File: config.mk
export PLATFORM = sky130hd
export DESIGN_NAME = ds_pwm_monitor
export DESIGN_NICKNAME = d
export VERILOG_FILES = /design/src/rtl/ds_pwm_monitor.sv
export SDC_FILE = /design/constraint.sdc
export NUM_CORES = 1
export LEC_CHECK = 0
export CAP_MARGIN = 25
export CORE_ASPECT_RATIO = 1.2
export CORE_MARGIN = 2
export CORE_UTILIZATION = 35
export DETAILED_ROUTE_END_ITERATION = 10
export MAX_ROUTING_LAYER = met4
export PLACE_DENSITY = 0.58
export SLEW_MARGIN = 30
export SYNTH_ARGS = -nofsm -noshare
export SYNTH_HDL_FRONTEND = slang
export SYNTH_SLANG_ARGS = --single-unit
File: constraint.sdc
create_clock -name clk -period 6.6 [get_ports clk]
set_input_delay 1.32 -clock clk [delete_from_list [all_inputs] [get_ports clk]]
set_output_delay 1.32 -clock clk [all_outputs]
set_load 0.03 [all_outputs]
File: src/rtl/ds_pwm_monitor.sv
`default_nettype none
// ============================================================================
// Module  : ds_pwm_monitor
// Purpose : Measures per-phase PWM high time between consecutive trigger
//           pulses and flags phases that toggled more than once in a window.
//           Declares a timeout when triggers stop arriving.
// Ports   : clk            - sole clock, rising edge
//           reset          - asynchronous, active-high
//           trigger        - one-cycle pulse at each PWM half-period boundary
//           pwm_in[2:0]    - sensed PWM {w, v, u}, asynchronous to clk
//           capture_valid  - one-cycle pulse, capture_* fields just updated
//           capture_data   - high-time counts packed {u, v, w}
//           capture_glitch - per phase {w, v, u}: >1 transition in window
//           timeout        - high while no trigger seen within TIMEOUT_CYCLES
// Revision: 1.0 - initial release
// ============================================================================
module ds_pwm_monitor #(
    parameter int PERIOD         = 3000,
    parameter int DATA_WIDTH     = 16,
    parameter int SYNC_STAGES    = 2,
    parameter int TIMEOUT_CYCLES = 2 * PERIOD
) (
    input  logic                    clk,
    input  logic                    reset,
    input  logic                    trigger,
    input  logic [2:0]              pwm_in,
    output logic                    capture_valid,
    output logic [3*DATA_WIDTH-1:0] capture_data,
    output logic [2:0]              capture_glitch,
    output logic                    timeout
);

    localparam int                    c_LEN_W    = $clog2(TIMEOUT_CYCLES + 1);
    localparam logic [c_LEN_W-1:0]    c_LEN_MAX  = c_LEN_W'(TIMEOUT_CYCLES);
    localparam logic [DATA_WIDTH-1:0] c_HIGH_MAX = '1;

    // Elaboration-time sanity check on the parameter set.
    if (SYNC_STAGES < 2 || PERIOD < 1 || TIMEOUT_CYCLES < 1) begin : g_param_check
        $error("ds_pwm_monitor: SYNC_STAGES must be >= 2, PERIOD and TIMEOUT_CYCLES >= 1");
    end

    typedef enum logic [1:0] {
        ST_IDLE    = 2'd0,
        ST_RUN     = 2'd1,
        ST_TIMEOUT = 2'd2
    } state_t;

    state_t                         r_state;
    state_t                         w_state_next;
    logic [SYNC_STAGES-1:0][2:0]    r_sync;
    logic [2:0]                     r_prev;
    logic [2:0]                     w_sample;
    logic [2:0]                     w_edge;
    logic [2:0][DATA_WIDTH-1:0]     r_high;
    logic [2:0][1:0]                r_trans;
    logic [c_LEN_W-1:0]             r_len;
    logic                           w_open;
    logic                           w_count;
    logic                           w_capture;
    logic                           r_cap_valid;
    logic [3*DATA_WIDTH-1:0]        r_cap_data;
    logic [2:0]                     r_cap_glitch;
    logic                           r_timeout;

    // ------------------------------------------------------------------
    // Input synchronizer; the last stage is the sample used everywhere.
    // ------------------------------------------------------------------
    always_ff @(posedge clk or posedge reset) begin
        if (reset) begin
            r_sync <= '0;
            r_prev <= '0;
        end else begin
            r_sync <= {r_sync[SYNC_STAGES-2:0], pwm_in};
            r_prev <= w_sample;
        end
    end

    assign w_sample = r_sync[SYNC_STAGES-1];
    assign w_edge   = w_sample ^ r_prev;

    // ------------------------------------------------------------------
    // State machine
    // ------------------------------------------------------------------
    always_ff @(posedge clk or posedge reset) begin
        if (reset) begin
            r_state <= ST_IDLE;
        end else begin
            r_state <= w_state_next;
        end
    end

    // w_open   : seed a fresh window from the current (trigger) cycle
    // w_count  : accumulate the current cycle into the open window
    // w_capture: publish the window that ends just before this cycle
    always_comb begin
        w_state_next = r_state;
        w_open       = 1'b0;
        w_count      = 1'b0;
        w_capture    = 1'b0;
        case (r_state)
            ST_IDLE: begin
                if (trigger) begin
                    w_state_next = ST_RUN;
                    w_open       = 1'b1;
                end
            end
            ST_RUN: begin
                if (trigger) begin
                    // A trigger on the threshold cycle still captures.
                    w_capture = 1'b1;
                    w_open    = 1'b1;
                end else begin
                    w_count = 1'b1;
                    if (r_len == c_LEN_MAX) begin
                        w_state_next = ST_TIMEOUT;
                    end
                end
            end
            ST_TIMEOUT: begin
                // The interrupted window is discarded, not captured.
                if (trigger) begin
                    w_state_next = ST_RUN;
                    w_open       = 1'b1;
                end
            end
            default: begin
                w_state_next = ST_IDLE;
            end
        endcase
    end

    // ------------------------------------------------------------------
    // Window counters
    // ------------------------------------------------------------------
    always_ff @(posedge clk or posedge reset) begin
        if (reset) begin
            r_high  <= '0;
            r_trans <= '0;
            r_len   <= '0;
        end else begin
            for (int i = 0; i < 3; i++) begin
                if (w_open) begin
                    r_high[i]  <= DATA_WIDTH'(w_sample[i]);
                    r_trans[i] <= {1'b0, w_edge[i]};
                end else if (w_count) begin
                    if (w_sample[i] && (r_high[i] != c_HIGH_MAX)) begin
                        r_high[i] <= r_high[i] + 1'b1;
                    end
                    if (w_edge[i] && (r_trans[i] != 2'd3)) begin
                        r_trans[i] <= r_trans[i] + 1'b1;
                    end
                end else if (r_state == ST_IDLE) begin
                    r_high[i]  <= '0;
                    r_trans[i] <= '0;
                end
            end

            if (w_open) begin
                r_len <= c_LEN_W'(1);
            end else if (w_count) begin
                if (r_len != c_LEN_MAX) begin
                    r_len <= r_len + 1'b1;
                end
            end else if (r_state == ST_IDLE) begin
                r_len <= '0;
            end
        end
    end

    // ------------------------------------------------------------------
    // Capture registers; only reset clears them.
    // ------------------------------------------------------------------
    always_ff @(posedge clk or posedge reset) begin
        if (reset) begin
            r_cap_valid  <= 1'b0;
            r_cap_data   <= '0;
            r_cap_glitch <= '0;
            r_timeout    <= 1'b0;
        end else begin
            r_cap_valid <= w_capture;
            r_timeout   <= (w_state_next == ST_TIMEOUT);
            if (w_capture) begin
                r_cap_data   <= {r_high[0], r_high[1], r_high[2]};
                // count > 1 is exactly "bit 1 set" for a 2-bit counter
                r_cap_glitch <= {r_trans[2][1], r_trans[1][1], r_trans[0][1]};
            end
        end
    end

    assign capture_valid  = r_cap_valid;
    assign capture_data   = r_cap_data;
    assign capture_glitch = r_cap_glitch;
    assign timeout        = r_timeout;

endmodule
`default_nettype wire

==> results.json <==
{
  "status": "finished, final reports clean",
  "ys.flop_type": "dfrtp_1",
  "grt_pass1_wl_mm": 22.32,
  "drt_first_pass_iters": 4,
  "netlist_instances": 574,
  "holdPathStages": 0,
  "path_cells": "clkdlybuf4s50_1, clkinv_1, or3_2, buf_4, mux2_2",
  "cts.path.max_buffers": 2,
  "critPathTopFamily": "buffers and inverters",
  "asyncSetResetFlopFracSynth_pct": 100.0,
  "drv_slew": 0,
  "cts_tree": "yes",
  "design.die.area_um2": 18550,
  "tns_ns": 0,
  "antenna_found_initial": 0,
  "cts_buffers": 17,
  "skew_ns": 0.007341,
  "crit_start": "trigger",
  "vias_per_cell": 5.326,
  "ant_nets": 0,
  "critPathBufInv": 3,
  "gp_routability_congestion": 0.8243,
  "leakage_nw": 3.394,
  "die_width_um": 124.7,
  "whs_ns": 0.3515,
  "synth_top_family_by_area": "simple AND/OR/NAND/NOR gates",
  "r2r_cells": 6,
  "slew_headroom_pct": 40.93,
  "drt_iter0_drc": 290,
  "synth_edf_count": 0,
  "cts.sink_count": 131,
  "synth_warnings": 0,
  "startpoint_type": "primary input",
  "setup_viol": 0,
  "timing.rr.start": "r_state[1]",
  "min_from": "r_sync[2]",
  "tightest_slew_ns": 0.8861,
  "first_global_vias": 4483,
  "hold_end": "w_sample[2]",
  "post_cts_buffers": 0,
  "seq_area_frac_synth_pct": 53.61,
  "nets": 639,
  "core_area_um2": 16980,
  "rsz0062_at_grt": "false",
  "critPathSlowestCell": "or3_2",
  "yosysUniqueCellTypes": 62,
  "syn_nets": 588,
  "avgSynthCellArea_um2": 10.65,
  "crit_path_max_incr_delay_ns": 0.71,
  "synth-adder-area-share_pct": 1.801,
  "critPathKind": "in -> reg",
  "port_buffers": 58,
  "final_cells": 854,
  "dpl.hpwl_mm": 8.796,
  "num_io_pins": 59,
  "antenna_cells": 0,
  "r2r_end": "r_high[36]",
  "insertion_delay_ns": 0.42,
  "critPathRequiredTime_ns": 6.90,
  "synthSimpleGateAreaFrac_pct": 17.17,
  "synth-xor-area-share_pct": 2.435,
  "rrSetupSlack_ns": 4.15,
  "placedCellCount": 822,
  "post_drt_wl_per_cell_um": 15.35,
  "cellPowerDensity_nw_per_um2": 264.8,
  "cts_hold_buffers": 0,
  "min_path_type": "reg -> reg",
  "finalCritPeriodShare_pct": 51.85,
  "crit_path_end_kind": "flop",
  "cts_root_buf": "clkbuf_16",
  "initial_utilization_pct": 36.01,
  "syn_area_um2": 6115,
  "drt-total-wl_mm": 13.11,
  "hold_violations": 0,
  "cts-htree-levels": 4,
  "ys_seq_elements": 131,
  "drv_cap": 0,
  "vias": 4548,
  "path_max_fanout": 41,
  "synth_compound_area_share_pct": 13.51,
  "area_growth_pct": 22.02,
  "cts_resized": 0,
  "overflow": 0,
  "peakVddDrop_mv": 0.1533,
  "power_w": 0.001975,
  "grt_start_max_net_pins": 83,
  "grt_use_total_pct": 15.30,
  "fp.dieH_um": 148.8,
  "fp-row-count": 52,
  "critPathArrivalTime_ns": 3.72,
  "drc_errors": 0,
  "synth_mux_area_share_pct": 7.919,
  "cts.clk_slew.worst_paths_ns": 0.06,
  "clock.fmax_mhz": 292.2,
  "drive_above_1_share_pct": 14.58,
  "fin_crit_ns": 3.422
}
## power by group
group | internal, W | switching, W
Combinational | 0.0000547 | 0.0000890
Clock | 0.000643 | 0.000334
Sequential | 0.000829 | 0.0000255
## placed cells by master (no fill, tap or decap), drive strengths merged, types with 4 or more instances in the layout
cell type	instances
inv	14
o21ai	43
clkinv	4
or3	4
xnor2	9
a31oi	6
mux2	43
dfrtp	131
and3	17
o31ai	7
a22o	4
nor3	18
a221o	4
nand3	26
a211o	8
clkdlybuf4s50	58
o31a	4
nand4	21
or2	4
nor2	47
nand2	56
xor2	8
a21oi	20
ha	8
clkbuf	24
nor4	5
## per-layer routing
layer  track usage (%)  part of all wire [%]  up-vias
met3             3.372                   3.6       17
li1                  -                     -     2179
met1             19.36                    46     2251
met4             6.573                   1.8        0
met5                 -                     0        -
met2             23.85                    48      101
## worst max path at each step
stage                     slack (ns)  depth (start not counted)          endpoint
after CTS                       3.16                          5  capture_data[42]
final                           3.18                          5   capture_data[8]
after global placement          2.80                          5   capture_data[6]
after floorplan                 1.78                          1   capture_data[0]
after global routing            2.95                          7        r_high[36]
after detailed placement        2.74                          5  capture_data[12]
## registers in the layout (all words and copies together) (netlist names)
| name | flops |
|---|---|
| r_state | 2 |
| r_high | 48 |
| r_sync | 3 |
| r_trans | 6 |
| timeout | 1 |
| capture_glitch | 3 |
| capture_data | 48 |
| capture_valid | 1 |
| r_prev | 3 |
| r_len | 13 |
| w_sample | 3 |
## final cells by class
class	count	area, µm²
Fill cell	1574	9520
Sequential cell	131	3278
Multi-Input combinational cell	398	2620
Timing Repair Buffer	61	603.1
Clock buffer	24	501.7
Tap cell	216	270.3
Clock inverter	8	122.6
Inverter	16	65.06
## worst reg2reg max path: stages, from the launching register on
cell     delay (ns)
dfrtp_1        0.50
nor3b_2        0.47
buf_4          0.27
nand2_1        0.14
nor2_1         0.65
nand4_1        0.17
a21oi_1        0.18
## per-stage QoR
step | setup slack, ns | area, µm² | util, %
2_1_floorplan | 1.782 | 6115 | -
3_3_place_gp | 2.800 | 6834 | 40.24
3_5_place_dp | 2.735 | 6837 | 40.26
4_1_cts | 3.163 | 7461 | 43.94
5_1_grt | 2.952 | 7461 | 43.94
6_report | 3.178 | 7461 | 43.94
## cell usage after synthesis, types with 6 or more instances
library cell | count | share of area, %
a211o_1 | 8 | 1.1
a21oi_1 | 19 | 1.6
a31oi_1 | 6 | 0.61
and3_1 | 17 | 1.7
buf_2 | 8 | 0.65
clkbuf_1 | 12 | 0.74
dfrtp_1 | 131 | 54
ha_1 | 8 | 1.6
inv_1 | 14 | 0.86
mux2_2 | 43 | 7.9
nand2_1 | 56 | 3.4
nand3_1 | 26 | 2.1
nand4_1 | 20 | 2.0
nor2_1 | 46 | 2.8
nor3_1 | 18 | 1.5
o21ai_0 | 41 | 3.4
o31ai_1 | 7 | 0.86
xnor2_1 | 9 | 1.3
xor2_1 | 8 | 1.1
## cell families after synthesis
| kind of cell | Yosys count |
|---|---|
| simple gates | 210 |
| flops | 131 |
| compound gates | 119 |
| buf+inv | 45 |
| mux | 43 |
| xor+xnor | 17 |
| fa+ha+maj | 9 |
Power figures use the tool's default switching activity.
